`config.mk`:
```
export PLATFORM = sky130hd
export DESIGN_NAME = bit_serial_alu_ctrl_flat
export DESIGN_NICKNAME = d
export VERILOG_FILES = /design/src/rtl/bit_serial_alu_ctrl_if.sv /design/src/rtl/bit_serial_alu_ctrl.sv /design/src/flat_wrapper.sv
export SDC_FILE = /design/constraint.sdc
export NUM_CORES = 1
export LEC_CHECK = 0
export CORE_UTILIZATION = 55
export CTS_BUF_LIST = sky130_fd_sc_hd__clkbuf_2
export CTS_CLUSTER_DIAMETER = 80
export DETAILED_ROUTE_END_ITERATION = 16
export HOLD_SLACK_MARGIN = 0.15
export PLACE_DENSITY = 0.89
export SLEW_MARGIN = 20
export SYNTH_ARGS = -nofsm -noshare
export SYNTH_HDL_FRONTEND = slang
export SYNTH_SLANG_ARGS = --single-unit
```
`constraint.sdc`:
```
create_clock -name clk -period 4.4 [get_ports clk]
set_clock_uncertainty 0.05 [all_clocks]
set_input_delay 0.88 -clock clk [delete_from_list [all_inputs] [get_ports clk]]
set_output_delay 0.88 -clock clk [all_outputs]
set_load 0.02 [all_outputs]
```
`src/rtl/bit_serial_alu_ctrl_if.sv`:
```
// Handshake and result bundle between the control logic and the bit-serial ALU sequencer.
interface bit_serial_alu_ctrl_if #(
    parameter int unsigned WIDTH = 8
);
    logic             start;
    logic [2:0]       op;
    logic [WIDTH-1:0] a;
    logic [WIDTH-1:0] b;
    logic             busy;
    logic             done;
    logic [WIDTH-1:0] result;
    logic             carry_out;
    logic             zero;
    logic             ovf;

    modport master (
        output start, op, a, b,
        input  busy, done, result, carry_out, zero, ovf
    );

    modport slave (
        input  start, op, a, b,
        output busy, done, result, carry_out, zero, ovf
    );
endinterface

```
`src/rtl/bit_serial_alu_ctrl.sv`:
```
// Bit-serial ALU sequencer: one result bit per clock, LSB first, start/done handshake.
// Define BIT_SERIAL_ALU_FLAGS_EN to build the zero/overflow flag logic; otherwise both flags read 0.
module bit_serial_alu_ctrl #(
    parameter int unsigned WIDTH = 8
) (
    input logic                 clk,
    input logic                 rst_n,
    bit_serial_alu_ctrl_if.slave alu
);

    localparam int unsigned CNT_W = (WIDTH > 1) ? $clog2(WIDTH) : 1;
    localparam logic [CNT_W-1:0] LAST_BIT = CNT_W'(WIDTH - 1);

    localparam logic [2:0] OP_AND = 3'b000;
    localparam logic [2:0] OP_OR  = 3'b001;
    localparam logic [2:0] OP_XOR = 3'b010;
    localparam logic [2:0] OP_NOT = 3'b011;
    localparam logic [2:0] OP_ADD = 3'b100;
    localparam logic [2:0] OP_SUB = 3'b101;
    localparam logic [2:0] OP_NEG = 3'b110;

    typedef enum logic [1:0] {
        S_IDLE = 2'd0,
        S_RUN  = 2'd1,
        S_DONE = 2'd2
    } state_e;

    state_e           state_q, state_d;
    logic [WIDTH-1:0] a_q, a_d;
    logic [WIDTH-1:0] b_q, b_d;
    logic [2:0]       op_q, op_d;
    logic [CNT_W-1:0] cnt_q, cnt_d;
    logic             carry_q, carry_d;
    logic [WIDTH-1:0] shift_q, shift_d;
    logic [WIDTH-1:0] result_q, result_d;
    logic             carry_out_q, carry_out_d;
    logic             busy_q, busy_d;
    logic             done_q, done_d;

`ifdef BIT_SERIAL_ALU_FLAGS_EN
    logic             zero_q, zero_d;
    logic             ovf_q, ovf_d;
`endif

    // One-bit slice: operand selection, full adder and logic ops.
    logic             opa, opb;
    logic             arith;
    logic             sum_bit;
    logic             add_cout;
    logic             res_bit;
    logic [WIDTH-1:0] shift_nxt;

    always_comb begin
        opa     = a_q[0];
        opb     = b_q[0];
        arith   = 1'b0;
        res_bit = 1'b0;
        unique case (op_q)
            OP_ADD: arith = 1'b1;
            OP_SUB: begin
                opb   = ~b_q[0];
                arith = 1'b1;
            end
            OP_NEG: begin
                opa   = ~a_q[0];
                opb   = 1'b0;
                arith = 1'b1;
            end
            default: ;
        endcase
        sum_bit  = opa ^ opb ^ carry_q;
        add_cout = (opa & opb) | (carry_q & (opa ^ opb));
        unique case (op_q)
            OP_AND:                 res_bit = a_q[0] & b_q[0];
            OP_OR:                  res_bit = a_q[0] | b_q[0];
            OP_XOR:                 res_bit = a_q[0] ^ b_q[0];
            OP_NOT:                 res_bit = ~a_q[0];
            OP_ADD, OP_SUB, OP_NEG: res_bit = sum_bit;
            default:                res_bit = 1'b0;
        endcase
        shift_nxt = {res_bit, shift_q[WIDTH-1:1]};
    end

    // Next-state and register updates.
    always_comb begin
        state_d     = state_q;
        a_d         = a_q;
        b_d         = b_q;
        op_d        = op_q;
        cnt_d       = cnt_q;
        carry_d     = carry_q;
        shift_d     = shift_q;
        result_d    = result_q;
        carry_out_d = carry_out_q;
`ifdef BIT_SERIAL_ALU_FLAGS_EN
        zero_d      = zero_q;
        ovf_d       = ovf_q;
`endif

        unique case (state_q)
            S_IDLE: begin
                if (alu.start) begin
                    a_d     = alu.a;
                    b_d     = alu.b;
                    op_d    = alu.op;
                    cnt_d   = '0;
                    shift_d = '0;
                    // Subtract and negate need the +1 of two's complement.
                    carry_d = (alu.op == OP_SUB) || (alu.op == OP_NEG);
                    state_d = S_RUN;
                end
            end
            S_RUN: begin
                a_d     = {1'b0, a_q[WIDTH-1:1]};
                b_d     = {1'b0, b_q[WIDTH-1:1]};
                shift_d = shift_nxt;
                carry_d = arith ? add_cout : carry_q;
                cnt_d   = cnt_q + CNT_W'(1);
                if (cnt_q == LAST_BIT) begin
                    cnt_d       = '0;
                    result_d    = shift_nxt;
                    carry_out_d = arith & add_cout;
`ifdef BIT_SERIAL_ALU_FLAGS_EN
                    zero_d      = (shift_nxt == '0);
                    // carry_q is the carry into the MSB at this point.
                    ovf_d       = arith & (carry_q ^ add_cout);
`endif
                    state_d     = S_DONE;
                end
            end
            S_DONE: state_d = S_IDLE;
            default: state_d = S_IDLE;
        endcase

        busy_d = (state_d == S_RUN);
        done_d = (state_d == S_DONE);
    end

    always_ff @(posedge clk or negedge rst_n) begin
        if (!rst_n) begin
            state_q     <= S_IDLE;
            a_q         <= '0;
            b_q         <= '0;
            op_q        <= '0;
            cnt_q       <= '0;
            carry_q     <= 1'b0;
            shift_q     <= '0;
            result_q    <= '0;
            carry_out_q <= 1'b0;
            busy_q      <= 1'b0;
            done_q      <= 1'b0;
        end else begin
            state_q     <= state_d;
            a_q         <= a_d;
            b_q         <= b_d;
            op_q        <= op_d;
            cnt_q       <= cnt_d;
            carry_q     <= carry_d;
            shift_q     <= shift_d;
            result_q    <= result_d;
            carry_out_q <= carry_out_d;
            busy_q      <= busy_d;
            done_q      <= done_d;
        end
    end

`ifdef BIT_SERIAL_ALU_FLAGS_EN
    always_ff @(posedge clk or negedge rst_n) begin
        if (!rst_n) begin
            zero_q <= 1'b0;
            ovf_q  <= 1'b0;
        end else begin
            zero_q <= zero_d;
            ovf_q  <= ovf_d;
        end
    end

    assign alu.zero = zero_q;
    assign alu.ovf  = ovf_q;
`else
    assign alu.zero = 1'b0;
    assign alu.ovf  = 1'b0;
`endif

    assign alu.busy      = busy_q;
    assign alu.done      = done_q;
    assign alu.result    = result_q;
    assign alu.carry_out = carry_out_q;

endmodule

```
`src/flat_wrapper.sv`:
```
// flat-port wrapper written by rule: the top's interface ports become plain ports
module bit_serial_alu_ctrl_flat 
#(
    parameter int unsigned WIDTH = 8
)
  (clk, rst_n, alu_start, alu_op, alu_a, alu_b, alu_busy, alu_done, alu_result, alu_carry_out, alu_zero, alu_ovf);
  bit_serial_alu_ctrl_if #(.WIDTH(WIDTH)) alu_i ();
  input logic clk;
  input logic rst_n;
  input wire logic [$bits(alu_i.start)-1:0] alu_start;
  input wire logic [$bits(alu_i.op)-1:0] alu_op;
  input wire logic [$bits(alu_i.a)-1:0] alu_a;
  input wire logic [$bits(alu_i.b)-1:0] alu_b;
  output wire logic [$bits(alu_i.busy)-1:0] alu_busy;
  output wire logic [$bits(alu_i.done)-1:0] alu_done;
  output wire logic [$bits(alu_i.result)-1:0] alu_result;
  output wire logic [$bits(alu_i.carry_out)-1:0] alu_carry_out;
  output wire logic [$bits(alu_i.zero)-1:0] alu_zero;
  output wire logic [$bits(alu_i.ovf)-1:0] alu_ovf;
  assign alu_i.start = alu_start;
  assign alu_i.op = alu_op;
  assign alu_i.a = alu_a;
  assign alu_i.b = alu_b;
  assign alu_busy = alu_i.busy;
  assign alu_done = alu_i.done;
  assign alu_result = alu_i.result;
  assign alu_carry_out = alu_i.carry_out;
  assign alu_zero = alu_i.zero;
  assign alu_ovf = alu_i.ovf;
  bit_serial_alu_ctrl #(.WIDTH(WIDTH)) u_core (.clk(clk), .rst_n(rst_n), .alu(alu_i));
endmodule
```
# Yosys cells after proc, flatten, opt, wreduce, memory -nomap -nowiden
# Cells that the tools add are included.
# word_totals
input_bits	22
elab_cells	65
reg_bits	44
# op_classes
add_sub_neg	1
bitwise	11
reduce_logical	9
muxes	19
n_eq_ne	14
# ops
op	n
$pmux 8 s2	3
$mux 8	3
$eq 3x3->1 const B	6
$eq 3x2->1 const B	2
$mux 3	2
$pmux 3 s2	1
$reduce_and 2->1	3
$pmux 1 s5	1
$and 1x1->1	4
$eq 2x1->1 const B	2
$mux 1	4
$mux 2	2
$pmux 1 s2	2
$pmux 2 s2	1
$add 3x1->3 const B	1
$eq 3x1->1 const B	1
$logic_not 3->1	1
$reduce_and 3->1	1
$reduce_or 3->1	1
$xor 1x1->1	3
$eq 2x2->1 const B	1
$logic_not 2->1	1
$ne 2x1->1 const B	1
$ne 2x2->1 const B	1
other kinds (4)	6

# Longest topological paths before layout
# depth
ltp_word	7
depth_mapped	9
mapped_depth_nobuf	9

# Least setup slack after synthesis
# No wires, ideal clock.
# synth_path
path_type	register to register
start	reg u_core.op_q[1]
end	reg u_core.result_q[7], in the netlist u_core.alu.result[7]
synth_period_minus_slack_ps	2111
path_buffers	1
setup_slack_ps	2289
arrival_ps	1930
path_stages_with_launch	10
cell_sequence	dfrtp_1 -> buf_2 -> or3_1 -> nand2_1 -> a22o_1 -> fa_1 -> nand2_1 -> a21oi_1 -> a311oi_1 -> o21ai_0
# synth_via
elab_chain_len	5
word_cells_on_any_way	13
cone_classes	6 x eq/ne; 3 x mux; 2 x bitwise; 2 x reduce/logical
# synth_lines
element	line	text
start, declared	bit_serial_alu_ctrl.sv:31	logic [2:0] op_q, op_d;
start signal, assigned	bit_serial_alu_ctrl.sv:156	op_q <= op_d;
$eq 3x3->1	bit_serial_alu_ctrl.sv:58, bit_serial_alu_ctrl.sv:73	
$pmux 1 s2 or $mux 1 (tied branches)	bit_serial_alu_ctrl.sv:58	unique case (op_q)
$xor 1x1->1 (2 in series)	bit_serial_alu_ctrl.sv:71	sum_bit = opa ^ opb ^ carry_q;
$pmux 1 s5 (*)	bit_serial_alu_ctrl.sv:73	unique case (op_q)
end signal, assigned	bit_serial_alu_ctrl.sv:160	result_q <= result_d;
end, declared	bit_serial_alu_ctrl.sv:35	logic [WIDTH-1:0] result_q, result_d;
# Mark *: on every way between the ends. The rest lies on a longest branch, timed or not.
# A chain may end at the register's enable or synchronous reset.

# Worst setup path after layout
# layout_path
start	in alu_start
end	reg u_core.op_q[0]
# layout_via
elab_chain_len	1
# layout_lines
element	line	text
start, declared	flat_wrapper.sv:10	input wire logic [$bits(alu_i.start)-1:0] alu_start;
$reduce_and 2->1 (no source line)	n/a	
# No other way between the ends.

==> flow_metrics.tcl <==
set metrics [dict create \
    synth_top_cell_area_share_pct 51.7 \
    synth_common_cells "dfrtp_1 (43), o21ai_0 (21), a21oi_1 (19)" \
    final_cell_area_um2 2410 \
    area_delta_synth_final_pct 15.9 \
    finalSetupViolCount 0 \
    clock.fmax_ghz 0.385 \
    synth.distinct_cells 34 \
    synth_top_flop_cell "dfrtp_1" \
    hold_buffers 0 \
    max_slew_margin_pct 39.4 \
    power_density_nw_per_um2 608 \
    track_usage_pct 20.7 \
    period_minus_slack_ns 2.60 \
    slew_viol_final 0 \
    synthArstFlopShare_pct 100 \
    cp-start-kind "input pin" \
    cts_buffers 5 \
    placed_cell_area_um2 2370 \
    die_h_um 63.5 \
    clockBufferDepth 2 \
    antenna_found_initial 0 \
    cts.sinks 43 \
    grt_pass1_vias 1423 \
    post-cts-setup-buffer-count 0 \
    fin_crit_sh_pct 59.1 \
    rsz0062_at_grt "false" \
    fill_cells 262 \
    seq_area_frac_synth_pct 51.7 \
    clk_pin_slew_ns 0.21 \
    ctsResizeCount 0 \
    gp_congestion 0.775 \
    worst_pin_slew_ns 0.909 \
    finalSetupTns_ns 0 \
    synth.avg_cell_area_um2 11.1 \
    hpwl_um 2530 \
    clkLatencyLatePin_ns 0.39 \
    cp.required_ns 4.65 \
    drtIter0Drc 126 \
    core_area_um2 3470 \
    antenna_cells 0 \
    drc_errors 0 \
    cts_tree "built" \
    grt_pass1_wl_um 6420 \
    dieArea_um2 4030 \
    criticalPathCategory "in -> reg" \
    first_pass_iters 4 \
    yosys_warnings 0 \
    drive_gt1_share_pct 11.2 \
    synth_cells 188 \
    chipWidth_um 63.5 \
    cap_violations 0 \
    cp-end-kind "register" \
    synth_edf_count 0 \
    synth_most_common_cell "dfrtp_1" \
    nNetsFinal 241 \
    vdd_ir_drop_max_v 0.000426 \
    portBuffers 32 \
    syn-cell-area_um2 2080 \
    root_buffer "clkbuf_2" \
    hold_class "reg -> reg" \
    vias 1441 \
    wirelength_um 3690 \
    ant_nets 0 \
    grt_max_degree 44 \
    hold_viol 0 \
    ios 35 \
    synth_top_cell_by_area "dfrtp_1" \
    viasPerCell 5.52 \
    crit_arrival_ns 2.85 \
    leakagePower_nw 1.10 \
    cts_max_level 2 \
    fp-row-count 21 \
    wl_per_cell_um 14.1 \
    ys_seq_elements 43 \
    critPathMaxFanout 18 \
    start_util_pct 60.0 \
    outcome "finished, final reports clean" \
    synth_area_leaders "dfrtp_1 (52%), a22oi_1 (5.1%), o21ai_0 (5.1%)" \
    grt_remaining_overflow 0 \
]
-- stage by stage --
stage	instances	worst slack [ns]	hold WS (ns)	utilization (%)	total power, mW
6_report	261	1.80	0.459	69.5	1.47
5_1_grt	261	1.69	0.503	69.5	1.58
4_1_cts	261	1.81	0.469	69.5	1.48
3_5_place_dp	253	1.35	0.424	68.3	1.31
3_3_place_gp	253	1.37	0.413	68.3	1.29
2_1_floorplan	189	2.29	0.409	-	1.13
-- placed cells by master (no fill, tap or decap), drive strengths merged --
| cell type | Yosys | layout |
|---|---|---|
| xnor2 | 1 | 1 |
| nand3 | 1 | 1 |
| fa | 1 | 1 |
| mux2 | 10 | 10 |
| xor2 | 1 | 1 |
| clkinvlp | 0 | 1 |
| a21oi | 20 | 20 |
| or3b | 1 | 1 |
| ha | 4 | 4 |
| o21bai | 1 | 1 |
| clkinv | 0 | 1 |
| clkdlybuf4s50 | 0 | 31 |
| o21ai | 21 | 21 |
| dfrtp | 43 | 43 |
| inv | 5 | 5 |
| and2b | 8 | 8 |
| a22oi | 14 | 14 |
| nand2b | 1 | 1 |
| o31ai | 1 | 1 |
| buf | 11 | 2 |
| nand2 | 14 | 14 |
| conb | 1 | 2 |
| clkbuf | 4 | 6 |
| or3 | 1 | 1 |
| nand3b | 2 | 2 |
| mux2i | 1 | 1 |
| a2bb2oi | 2 | 2 |
| a311oi | 1 | 1 |
| a22o | 9 | 9 |
| nor2b | 9 | 9 |
-- routing by layer --
layer  share of wire, %  GRT usage [%]
met5                  0              0
met4               0.73           7.39
met1                 49           29.4
met2                 46           30.5
met3                4.1           5.62
-- final cells by class --
type | instances | area [um^2] | area share (%)
multi-input combinational | 126 | 892 | 37.0
clock inverter | 2 | 12.5 | 0.519
clock buffer | 6 | 30.0 | 1.25
timing repair buffer | 33 | 323 | 13.4
tap | 46 | 57.6 | 2.39
inverter | 5 | 18.8 | 0.779
sequential | 43 | 1080 | 44.7
-- registers in the layout (all words and copies together) (netlist names) --
| name | count |
|---|---|
| u_core.b_q | 8 |
| u_core.carry_q | 1 |
| u_core.alu.carry_out | 1 |
| u_core.alu.result | 8 |
| u_core.a_q | 8 |
| u_core.cnt_q | 3 |
| u_core.alu.busy | 1 |
| u_core.state_q | 2 |
| u_core.alu.done | 1 |
| u_core.op_q | 3 |
| u_core.shift_q | 7 |
-- kinds of logic after synthesis --
| family | Yosys count | share of synthesized area (%) |
|---|---|---|
| AOI/OAI and AO/OA | 69 | 20.9 |
| xor gates and xnor gates | 2 | 0.843 |
| adders and majority gates | 5 | 3.37 |
| buffers and inverters | 20 | 5.53 |
| DFF | 43 | 51.7 |
| muxes | 11 | 6.98 |
| other | 1 | 0.180 |
| and+or+nand+nor | 37 | 10.5 |
-- final timing paths --
check / start / to / slack (ns) / depth (start not counted)
setup reg to reg: u_core.op_q[2] / u_core.shift_q[7] / 2.01 / 9
hold / removal: u_core.alu.carry_out / u_core.alu.carry_out / 0.46 / 2
max in group asynchronous: rst_n / u_core.a_q[6] / 3.20 / 1
hold reg to reg: u_core.alu.carry_out / u_core.alu.carry_out / 0.46 / 2
min in group asynchronous: rst_n / u_core.alu.result[2] / 0.54 / 1
setup / recovery: alu_start / u_core.op_q[0] / 1.80 / 4
-- power by group --
part / total (mW) / leakage (nW) / switching (mW) / internal [mW]
Combinational: 0.606 / 0.510 / 0.284 / 0.321
Sequential: 0.696 / 0.557 / 0.148 / 0.548
Clock: 0.163 / 0.0290 / 0.123 / 0.0406
-- critical path, stage by stage --
cell	delay [ns]
clkdlybuf4s50_1	0.81
and2b_1	0.54
and2b_4	0.28
mux2_2	0.34
Power figures use the tool's default switching activity.
